===== src/rtl/instr_fetch_unit.sv =====
// instr_fetch_unit: PC/IR stage driving a 1-cycle registered ROM, with jump targets and halt on illegal address.
// Define IFU_HALT_ON_NOP_EN to also halt when the latched opcode equals HALT_OPCODE.
module instr_fetch_unit #(
   parameter int          PC_W        = 8,
   parameter int          PROG_LEN    = 164,
   parameter logic [5:0]  HALT_OPCODE = 6'd46
) (
   input  logic            clk,
   input  logic            rst_n,
   input  logic            fetch_req,
   input  logic            jump_en,
   input  logic [PC_W-1:0] jump_target,
   input  logic [15:0]     rom_data,
   output logic [PC_W-1:0] rom_addr,
   output logic [5:0]      opcode,
   output logic [9:0]      operand,
   output logic [PC_W-1:0] pc,
   output logic            ir_valid,
   output logic            busy,
   output logic            halted,
   output logic            addr_err
);
`ifdef IFU_HALT_ON_NOP_EN
   localparam bit HALT_ON_NOP = 1'b1;
`else
   localparam bit HALT_ON_NOP = 1'b0;
`endif
   localparam logic [PC_W:0] LEN = (PC_W+1)'(PROG_LEN);
   typedef enum logic [1:0] {IDLE, WAIT, LATCH, HALT} state_t;
   state_t          state, state_nx;
   logic [15:0]     ir, ir_nx;
   logic [PC_W-1:0] pc_nx, rom_addr_nx, fa;
   logic            ir_valid_nx, addr_err_nx, illegal, halt_hit;
   assign fa       = jump_en ? jump_target : pc;
   assign illegal  = {1'b0, fa} >= LEN;
   assign halt_hit = HALT_ON_NOP && (rom_data[15:10] == HALT_OPCODE);
   assign opcode   = ir[15:10];
   assign operand  = ir[9:0];
   assign busy     = (state == WAIT) || (state == LATCH);
   assign halted   = state == HALT;
   always_comb begin
      state_nx    = state;
      pc_nx       = pc;
      rom_addr_nx = rom_addr;
      ir_nx       = ir;
      ir_valid_nx = ir_valid;
      addr_err_nx = addr_err;
      case (state)
         IDLE: if (fetch_req) begin
            ir_valid_nx = 1'b0;
            addr_err_nx = illegal;
            rom_addr_nx = illegal ? rom_addr : fa;
            state_nx    = illegal ? HALT : WAIT;
         end
         WAIT: state_nx = LATCH;
         // rom_addr still names the word now on rom_data, so it is the PC source
         LATCH: begin
            ir_nx       = rom_data;
            pc_nx       = rom_addr + 1'b1;
            ir_valid_nx = 1'b1;
            state_nx    = halt_hit ? HALT : IDLE;
         end
         HALT: ;
      endcase
   end
   always_ff @(posedge clk or negedge rst_n) begin
      if (!rst_n) begin
         state    <= IDLE;
         pc       <= '0;
         rom_addr <= '0;
         ir       <= '0;
         ir_valid <= 1'b0;
         addr_err <= 1'b0;
      end else begin
         state    <= state_nx;
         pc       <= pc_nx;
         rom_addr <= rom_addr_nx;
         ir       <= ir_nx;
         ir_valid <= ir_valid_nx;
         addr_err <= addr_err_nx;
      end
   end
endmodule


===== config.mk =====
export PLATFORM = sky130hd
export DESIGN_NAME = instr_fetch_unit
export DESIGN_NICKNAME = d
export VERILOG_FILES = /design/src/rtl/instr_fetch_unit.sv
export SDC_FILE = /design/constraint.sdc
export NUM_CORES = 1
export LEC_CHECK = 0
export BUFFER_PORTS_ARGS = -buffer_cell sky130_fd_sc_hd__buf_2
export CAP_MARGIN = 25
export CORE_MARGIN = 4
export CORE_UTILIZATION = 40
export DETAILED_ROUTE_END_ITERATION = 16
export PLACE_DENSITY_LB_ADDON = 0.08
export REMOVE_ABC_BUFFERS = 1
export SLEW_MARGIN = 15
export SYNTH_ARGS = -nofsm -noshare
export SYNTH_HDL_FRONTEND = slang
export SYNTH_SLANG_ARGS = --single-unit

===== constraint.sdc =====
create_clock -name clk -period 2 [get_ports clk]
set_input_delay 0.2 -clock clk [delete_from_list [all_inputs] [get_ports clk]]
set_output_delay 0.2 -clock clk [all_outputs]
set_load 0.1 [all_outputs]

After elaboration in Yosys (flattened, before gate mapping)
Index checks and enable logic that the tools add are counted.
W data, S select, Z words.
- register bits: 36
- input bits: 28
- add/subtract/negate cells: 1
- $lt $le $gt $ge: 1
- eq/ne operators: 4
- muxes and demuxes: 6
- bitwise operators: 1
- reduce and logical (&&, ||, !) cells: 8
- operator list (cell ; number):
    $add A8 B1 Y8 const B ; 1
    $ge A8 B8 Y1 const B ; 1
    $mux W8 ; 1
    $pmux W2 S3 ; 1
    $reduce_and A2 Y1 ; 3
    $eq A2 B2 Y1 const B ; 2
    $mux W2 ; 2
    $reduce_and A3 Y1 ; 1
    $reduce_bool A3 Y1 ; 1
    $eq A2 B1 Y1 const B ; 1
    $logic_not A2 Y1 ; 1
    $ne A2 B2 Y1 const B ; 1
    $pmux W1 S2 ; 1
    $reduce_bool A2 Y1 ; 1
    $logic_or A1 B1 Y1 ; 1
    $mux W1 ; 1
    $not A1 Y1 ; 1

Logic depth before layout (Yosys ltp)
- word-level depth: 5
- mapped depth: 6
- mapped depth without buffers: 6

Worst setup path before layout
No wires, ideal clock.
- path kind: register to register
- start point: register pc[4]
- end point: register rom_addr[3]
- library setup time: 0.126 ns
- arrival time: 2.225 ns
- required time: 1.874 ns
- setup slack: -0.351 ns
- cell stages (with the launch flop): 5
- path buffers: 0
- period minus slack after synthesis: 2.351 ns
- cell sequence: dfrtp_1 > or4_1 > a31o_2 > a21oi_4 > mux2_2
- word-level cells in the longest chain between the ends: 4
- ends and longest elaborated chain (element ; line ; RTL):
    from (decl) ; 17 ; output logic [PC_W-1:0] pc,
    from (signal assigned) ; 76 ; pc <= pc_nx;
    $mux W8 ; 34 ; assign fa = jump_en ? jump_target : pc;
    $ge A8 B8 Y1 ; 35 ; assign illegal = {1'b0, fa} >= LEN;
    $not A1 Y1 (no line) ; n/a ;
    $reduce_and A3 Y1 (no line) ; n/a ;
    to (signal assigned) ; 77 ; rom_addr <= rom_addr_nx;
    to (decl) ; 14 ; output logic [PC_W-1:0] rom_addr,
Every way passes these cells.
A chain may end at the register's enable or synchronous reset.

Worst setup path in the final report
- start point: register pc[4]
- end point: register rom_addr[4]
- word-level cells in the longest chain between the ends: 4
- ends and longest elaborated chain (element ; line):
    $mux W8 (*) ; 34
    $ge A8 B8 Y1 ; 35
    $not A1 Y1 (no line) ; n/a
    $reduce_and A3 Y1 (no line) ; n/a
Every way passes the cells marked *; elsewhere a longest branch is shown, timed or not.

==> flow_summary.json <==
{
  "grt_pass1_wl_microns": 6141,
  "clk_latency_ns": 0.28,
  "postCtsHoldBufs": 0,
  "grtUsageTotal_pct": 15.37,
  "synth.avg_cell_area_sq_um": 12.77,
  "numPortBuffers": 63,
  "worstPathArrival_ns": 2.14,
  "hold_class": "in -> async",
  "worstSetupPathType": "reg -> reg",
  "fin_nets": 233,
  "cts_max_path_buffers": 2,
  "die-area_sq_mm": 0.005172,
  "fmax_ghz": 0.5053,
  "tns_ns": 0,
  "drt-pass1-iter-count": 4,
  "period_minus_slack_ns": 1.979,
  "worst_pin_slew_ns": 0.8137,
  "fin_skew_ns": 0.006622,
  "antenna_found_initial": 0,
  "max_cap_violations": 0,
  "final_common_cell": "buf_2",
  "syn_inst": 128,
  "cts-root-buf": "clkbuf_8",
  "n_antenna_cell": 0,
  "syn2layout_area_growth_pct": 30.32,
  "gr-total-overflow": 0,
  "drtIter0Drc": 68,
  "clkTransAtPathRegs_ns": 0.07,
  "synth_area_sq_mm": 0.001634,
  "grt_max_degree": 37,
  "cts-htree-levels": 2,
  "initial_core_util_pct": 43.02,
  "finalMaxSlewViolations": 0,
  "post-synth-top-area-cell": "dfrtp_1",
  "die_w_microns": 71.92,
  "nFillCells": 336,
  "cts_buffers": 5,
  "cts_num_sinks": 36,
  "status": "finished clean",
  "final_cells": 249,
  "synth_seq_cells": 36,
  "slowest_delay_ns": 0.54,
  "gp_congestion": 0.8294,
  "synthTopCellsByArea": "dfrtp_1, mux2_2, ha_1",
  "routed_wl_microns": 3687,
  "rows": 22,
  "critPathSlowestCell": "or4_1",
  "worst_ep_required_time_ns": 2.16,
  "ios": 64,
  "tritoncts": "done",
  "final-setup-viol-count": 0,
  "viasPerCell": 4.952,
  "antenna_left": 0,
  "yosys_warnings": 0,
  "die_h_microns": 71.92,
  "wl_per_cell_microns": 14.81,
  "grt_pass1_vias": 1285,
  "yosysSeqAreaShare_pct": 55.13,
  "post_cts_resized": 0,
  "cts_setup_buffers": 0,
  "worstSetupEndpointType": "flip-flop",
  "final_cell_mix": "buf_2, dfrtp_1, mux2_2",
  "critPathMaxFanout": 8,
  "layout-drive-gt1-share_pct": 55.22,
  "start_kind": "flip-flop",
  "dr_total_vias": 1233,
  "hpwl_microns": 2736,
  "slew_headroom_pct": 45.76,
  "period_share_pct": 98.95,
  "hold_viol": 0,
  "core_area_sq_mm": 0.003799,
  "crit_chain": "or4_1 -> a31o_2 -> a21oi_4 -> mux2_2",
  "numPlacedInstances": 240,
  "drc": 0,
  "synth.distinct_cells": 24,
  "synth_top_area_share_pct": 55.13
}
## metal layers
layer  GRT usage (%)  vias to the layer above  share of wire (%)
li1                -                      590                  -
met1           18.88                      586                 42
met2           25.00                       53                 49
met3           5.540                        4                8.7
met4           5.428                        0               0.65
met5               0                        -                  0
## worst paths after layout
check                                           from                       to  slack [ns]  depth (start not counted)
min in group clk                        rom_data[13]       ir[13]$_DFFE_PN0P_        0.15                          2
worst min-delay path                           rst_n        pc[7]$_DFFE_PN0P_       0.009                          1
max in group asynchronous                      rst_n        ir[3]$_DFFE_PN0P_        1.47                          1
worst min register to register  addr_err$_DFFE_PN0P_     addr_err$_DFFE_PN0P_        0.48                          2
worst max-delay path               pc[4]$_DFFE_PN0P_  rom_addr[4]$_DFFE_PN0P_        0.02                          4
worst max register to register     pc[4]$_DFFE_PN0P_  rom_addr[4]$_DFFE_PN0P_        0.02                          4
## through the flow
stage | instance area (sq um) | setup WS [ns] | hold WS (ns) | utilization, %
floorplan | 1612 | -0.3509 | -0.09559 | -
global placement | 2032 | -0.007573 | 0.3220 | 53.49
detailed placement | 2032 | -0.06480 | 0.3391 | 53.49
CTS | 2122 | 0.02804 | 0.01995 | 55.86
global route | 2130 | -0.03622 | 0.07414 | 56.06
finish | 2130 | 0.02101 | 0.008594 | 56.06
## final cells by class
type	instances	area, sq um	area share (%)
Sequential cell	36	900.9	42.30
Inverter	4	15.01	0.7051
Timing Repair Buffer	70	367.9	17.27
Tap cell	48	60.06	2.820
Clock buffer	8	90.09	4.230
Multi-Input combinational cell	83	695.7	32.67
## sequential cells by signal, summed over array words and instances, names as in the netlist
register and flops:
ir 16, ir_valid 1, addr_err 1, rom_addr 8, state 2, pc 8
## critical path: cells and delay by family, from the launching register on
kind | cells | cell delay (ns)
flip-flops | 1 | 0.40
multiplexers | 1 | 0.38
AO/OA/AOI/OAI | 2 | 0.54
AND/OR/NAND/NOR | 1 | 0.54
## cell families after synthesis
kind of cell / Yosys count / synth area share, %
AND/OR/NAND/NOR: 24 / 7.045
multiplexers: 33 / 22.59
adder cells (fa/ha/maj): 5 / 3.828
AO/OA/AOI/OAI: 15 / 5.896
buffers and inverters: 9 / 2.297
flip-flops: 36 / 55.13
XOR/XNOR: 6 / 3.216
## cell usage after synthesis
master and count:
dfrtp_1 36, mux2_2 31, a21oi_1 8, nor2_1 8
nand2_1 6, ha_1 5, inv_1 4, nand3_1 4
xor2_1 4, o21ai_0 3, and3_1 2, buf_1 2
clkbuf_1 2, mux2i_1 2, xnor2_1 2, a211oi_1 1
a21oi_4 1, a31o_2 1, buf_4 1, nand2b_1 1
o22a_1 1, or2_2 1, or4_1 1, or4b_2 1
Power is left out: the tool's default activity adds up to more than one toggle a clock period on the data nets, which glitch-free logic cannot reach.
